$ cat config.mk
export PLATFORM = sky130hd
export DESIGN_NAME = shared_resource_responder
export DESIGN_NICKNAME = d
export VERILOG_FILES = /design/src/rtl/shared_resource_pkg.sv /design/src/rtl/rr_arbiter2.sv /design/src/rtl/shared_resource_responder.sv
export SDC_FILE = /design/constraint.sdc
export NUM_CORES = 1
export LEC_CHECK = 0
export ABC_AREA = 0
export BUFFER_PORTS_ARGS = -buffer_cell sky130_fd_sc_hd__buf_2
export CAP_MARGIN = 10
export CORE_MARGIN = 1
export CORE_UTILIZATION = 55
export DETAILED_ROUTE_END_ITERATION = 10
export GPL_TIMING_DRIVEN = 0
export HOLD_SLACK_MARGIN = 0.08
export PLACE_DENSITY_LB_ADDON = 0.2
export SLEW_MARGIN = 5
export SYNTH_ARGS = -nofsm -noshare
export SYNTH_HDL_FRONTEND = slang
export SYNTH_SLANG_ARGS = --single-unit
$ cat constraint.sdc
create_clock -name clk -period 7.8 [get_ports clk]
set_clock_uncertainty 0.1 [all_clocks]
set_input_delay 1.17 -clock clk [delete_from_list [all_inputs] [get_ports clk]]
set_output_delay 1.17 -clock clk [all_outputs]
set_load 0.1 [all_outputs]
$ cat src/rtl/shared_resource_pkg.sv
// shared_resource_pkg: shared types, sizes and the operation applied by the resource pipe
package shared_resource_pkg;
  localparam int NUM_REQ = 2;
  localparam int DATA_W = 32;
  typedef logic tag_t;
  typedef struct packed {
    logic valid;
    tag_t tag;
    logic [DATA_W-1:0] data;
  } stage_t;
  function automatic logic [DATA_W-1:0] resource_op(input logic [DATA_W-1:0] x);
    return x + DATA_W'(1);
  endfunction
endpackage

$ cat src/rtl/rr_arbiter2.sv
// rr_arbiter2: two-way round-robin grant over the eligible set, remembering the last winner
module rr_arbiter2
  import shared_resource_pkg::*;
(
  input  logic               clk,
  input  logic               reset,
  input  logic [NUM_REQ-1:0] e,
  output logic [NUM_REQ-1:0] grant
);
  logic last;
  assign grant = (e == 2'b11) ? (last ? 2'b01 : 2'b10) : e;
  always_ff @(posedge clk or negedge reset)
    if (!reset) last <= 1'b1;
    else if (|grant) last <= grant[1];
endmodule

$ cat src/rtl/shared_resource_responder.sv
// shared_resource_responder: arbitrates two pipelines onto a fixed-latency +1 pipe and routes results back
module shared_resource_responder
  import shared_resource_pkg::*;
#(
  parameter int DATA_W = 32,
  parameter int LAT = 2
) (
  input  logic              clk,
  input  logic              reset,
  input  logic [1:0]        req,
  input  logic [DATA_W-1:0] operand_0,
  input  logic [DATA_W-1:0] operand_1,
  output logic [1:0]        grant,
  input  logic [1:0]        flush,
  output logic [1:0]        rsp_valid,
  input  logic [1:0]        rsp_ready,
  output logic [DATA_W-1:0] rsp_data,
  output logic              busy
);
  stage_t st [LAT];
  stage_t head;
  logic stall;
  logic [1:0] e;
  assign head = st[LAT-1];
  // a flushed head cannot hold the pipe, so the slot frees up in the same cycle
  assign stall = head.valid && !rsp_ready[head.tag] && !flush[head.tag];
  assign e = req & ~flush & {2{!stall}};
  assign rsp_valid = {2{head.valid}} & {head.tag, !head.tag};
  assign rsp_data = head.data;
  rr_arbiter2 u_arb (
    .clk(clk),
    .reset(reset),
    .e(e),
    .grant(grant)
  );
  always_comb begin
    busy = 1'b0;
    for (int k = 0; k < LAT; k++) busy = busy | st[k].valid;
  end
  for (genvar s = 0; s < LAT; s++) begin : g_stage
    stage_t nxt;
    if (s == 0) begin : g_first
      assign nxt = '{valid: |grant, tag: grant[1], data: resource_op(grant[1] ? operand_1 : operand_0)};
    end else begin : g_rest
      assign nxt = st[s-1];
    end
    always_ff @(posedge clk or negedge reset)
      if (!reset) st[s] <= '0;
      else if (!stall) st[s] <= '{valid: nxt.valid && !flush[nxt.tag], tag: nxt.tag, data: nxt.data};
      else st[s].valid <= st[s].valid && !flush[st[s].tag];
  end
endmodule

==> summary.txt <==
Worst setup path
  • CP max-delay cell: buf_2
  • Critical Path Start Type: input port
  • Worst R2R Start: head[33]
  • Worst EP required: 6.53 ns
  • CP Max Fanout: 10
  • Critical path endpoint category: output pin
  • Kind of critical path: in2out
  • Crit path largest cell delay: 0.41 ns
  • Top Family by Delay on Critical Path: buffers and inverters
  • CP most frequent cell: buf_2
  • R2R setup slack: 3.95 ns
  • Critical path data arrival time: 3.20 ns
  • Worst Path Buf+Inv: 6
  • R2R cell count: 14
  • Crit-path cells: buf_2, nor2b_2, a21oi_1, buf_4, nand2_1, inv_2, buf_2, buf_4, buf_2
  • R2r endpoint: g_stage[1].nxt[30]

STA
  • Final hold vios: 0
  • Worst-Margin Slew: 0.738 ns
  • Tcrit/Tclk final: 57.3%
  • Max-slew violations: 0
  • Fmax: 224 MHz
  • RSZ-0062 raised after global routing: false
  • Final setup viols: 0
  • Crit path time final: 4.47 ns
  • TNS Setup: 0 ns
  • Worst relative slew slack: 50.3%

Cells and area
  • Share of layout cells above drive strength 1: 31.4%
  • Area Overhead vs Synth: 19.6%
  • Fillers: 696
  • Most frequent cells in the layout: nand2_1, buf_2, dfrtp_1, buf_4, nor2_1
  • Final core occ: 68.6%
  • Nets: 715
  • Ant diodes: 0
  • Commonest non-fill, non-tap cell in the layout: nand2_1

Outcome
  • Status: finished clean

Clock tree
  • Worst-path clk slew: 0.07 ns
  • TritonCTS clock tree: done
  • Resized cells post-CTS: 0
  • Clock root cell: clkbuf_8
  • CTS Hold Buffers Added: 0
  • CTS buffer count: 9
  • Clock Tree Buf Depth: 2
  • Clk sinks: 69
  • CTS H-tree depth: 3
  • Setup bufs post-CTS: 0
  • Worst-skew pair later-pin latency: 0.35 ns

Global route
  • Vias in the first global route: 4215
  • Aggregate global-route resource usage: 31.7%
  • Initial antenna violation count: 0
  • Largest net degree at the start of global routing: 69
  • GRT overflow: 0
  • Global-route wire length before repair: 20.8 mm

Hold path
  • Min-delay src: rsp_data[9]
  • Hold Path End: rsp_data[9]
  • HP Class: reg2reg
  • Hold path depth: 2

Die
  • DIE HEIGHT: 92.0 um
  • # IOs: 109
  • Core area: 7770 um2
  • Initial core utilization: 57.4%
  • Die outline width: 92.0 um
  • # rows: 32
  • Die ar.: 8460 um2

Pwr
  • PwrDens: 220 nW/um2
  • Peak VDD IR: 0.112 mV
  • Leakage: 2.60 nW

Synth
  • Mapped cell area: 4460 um2
  • Syn. warnings: 0
  • Syn nets: 595
  • Leading area contributor after synthesis: dfrtp_1
  • Number of flops mapped to enable cells by yosys: 0
  • Yosys reg bits: 69
  • Async SR Flop Fraction: 100%
  • Avg Cell Area, Syn: 8.54 um2
  • Synth Instances: 522
  • Top cell type's share of synthesized area: 38.2%
  • Synth cell types: 70
  • Post-synthesis sequential area ratio: 38.8%
  • Synth top area cells: dfrtp_1, nand2_1, buf_4
  • Prevailing post-synth register cell: dfrtp_1

Placed design
  • Gpl congestion: 0.936
  • Port Buf Inserts: 108
  • Dpl hpwl: 9.33 mm

Route
  • DRT iter0 DRCs: 368
  • Initial DRT Pass Iterations: 5
  • Post-DRT Antenna Nets: 0
  • Via count: 4186
  • DRC viols: 0
  • Via/cell ratio: 5.59
  • Post-DR wirelength/cell: 16.8 um
  • Final wirelength: 12.6 mm

Flow run
  • Max cap viols: 0
[layout make-up]
cell class	count	area, um2	area share (%)
Multi-Input combinational cell	390	2320	43.6
Sequential cell	69	1730	32.4
Timing Repair Buffer	109	571	10.7
Buffer	58	387	7.25
Clock buffer	10	138	2.58
Tap cell	102	128	2.39
Clock inverter	6	38.8	0.728
Inverter	5	18.8	0.352
[flip-flops by register name, indices dropped and copies added, names as in the netlist]
register,cells
rsp_data,32
g_stage.nxt,34
u_arb.last,1
head,2
[report_power, final]
group          internal [mW]  switching, mW
Sequential             0.411         0.0300
Combinational          0.119          0.345
Clock                  0.123          0.143
Total                  0.653          0.517
[cell families after synthesis]
| kind of cell | after synthesis | synth area share (%) |
|---|---|---|
| DFF | 69 | 38.8 |
| xor gates and xnor gates | 28 | 5.50 |
| buffers and inverters | 63 | 9.10 |
| adders and majority gates | 1 | 0.281 |
| muxes | 23 | 5.20 |
| and+or+nand+nor | 251 | 26.5 |
| AOI/OAI and AO/OA | 87 | 14.6 |
[worst max path at each step]
stage,startpoint,to,slack (ns),cells past startpoint
after global routing,flush[1],grant[1],3.20,9
after floorplan,flush[1],grant[0],3.55,5
final,req[0],grant[1],3.33,9
after global placement,req[0],g_stage[1].nxt[30],3.17,16
after CTS,req[0],grant[1],3.34,9
after detailed placement,req[0],g_stage[1].nxt[30],3.14,16
[synthesized netlist by cell type (3+ instances only)]
master,instances
nand2_1,143
dfrtp_1,68
buf_4,37
nor2_1,33
a21oi_1,25
mux2i_1,22
xor2_1,16
nand3_1,14
o21ai_0,13
buf_2,12
nand4_1,12
xnor2_1,12
and3_1,11
a31oi_1,7
clkbuf_1,7
and2_1,6
and4_1,5
inv_1,4
nor4_1,4
a32oi_1,3
nor3_1,3
o31ai_2,3
o32ai_2,3
[metal layers]
| layer | vias to the layer above | GRT usage [%] | wire length, um |
|---|---|---|---|
| met1 | 1951 | 41.1 | 5530 |
| met3 | 29 | 6.38 | 793 |
| met2 | 181 | 52.2 | 5980 |
| li1 | 2025 | - | - |
| met5 | - | 0 | 0 |
| met4 | 0 | 12.4 | 293 |
[through the flow]
step           area, um2  std cells  hold slack (ns)  total power [mW]  worst slack [ns]
6_report            5330        749            0.371              1.17              3.33
5_1_grt             5330        749            0.393              1.22              3.20
4_1_cts             5330        749            0.373              1.18              3.34
3_5_place_dp        5150        733            0.357             0.911              3.14
3_3_place_gp        5120        732            0.352             0.903              3.17
2_1_floorplan       4460        522            0.339             0.812              3.55
[tightest hold or removal path, delay by kind of cell, from the launching register on]
kind             cells  cell delay, ns
DFF                  1            0.34
and+or+nand+nor      2            0.10
(Power assumes the default switching activity.)
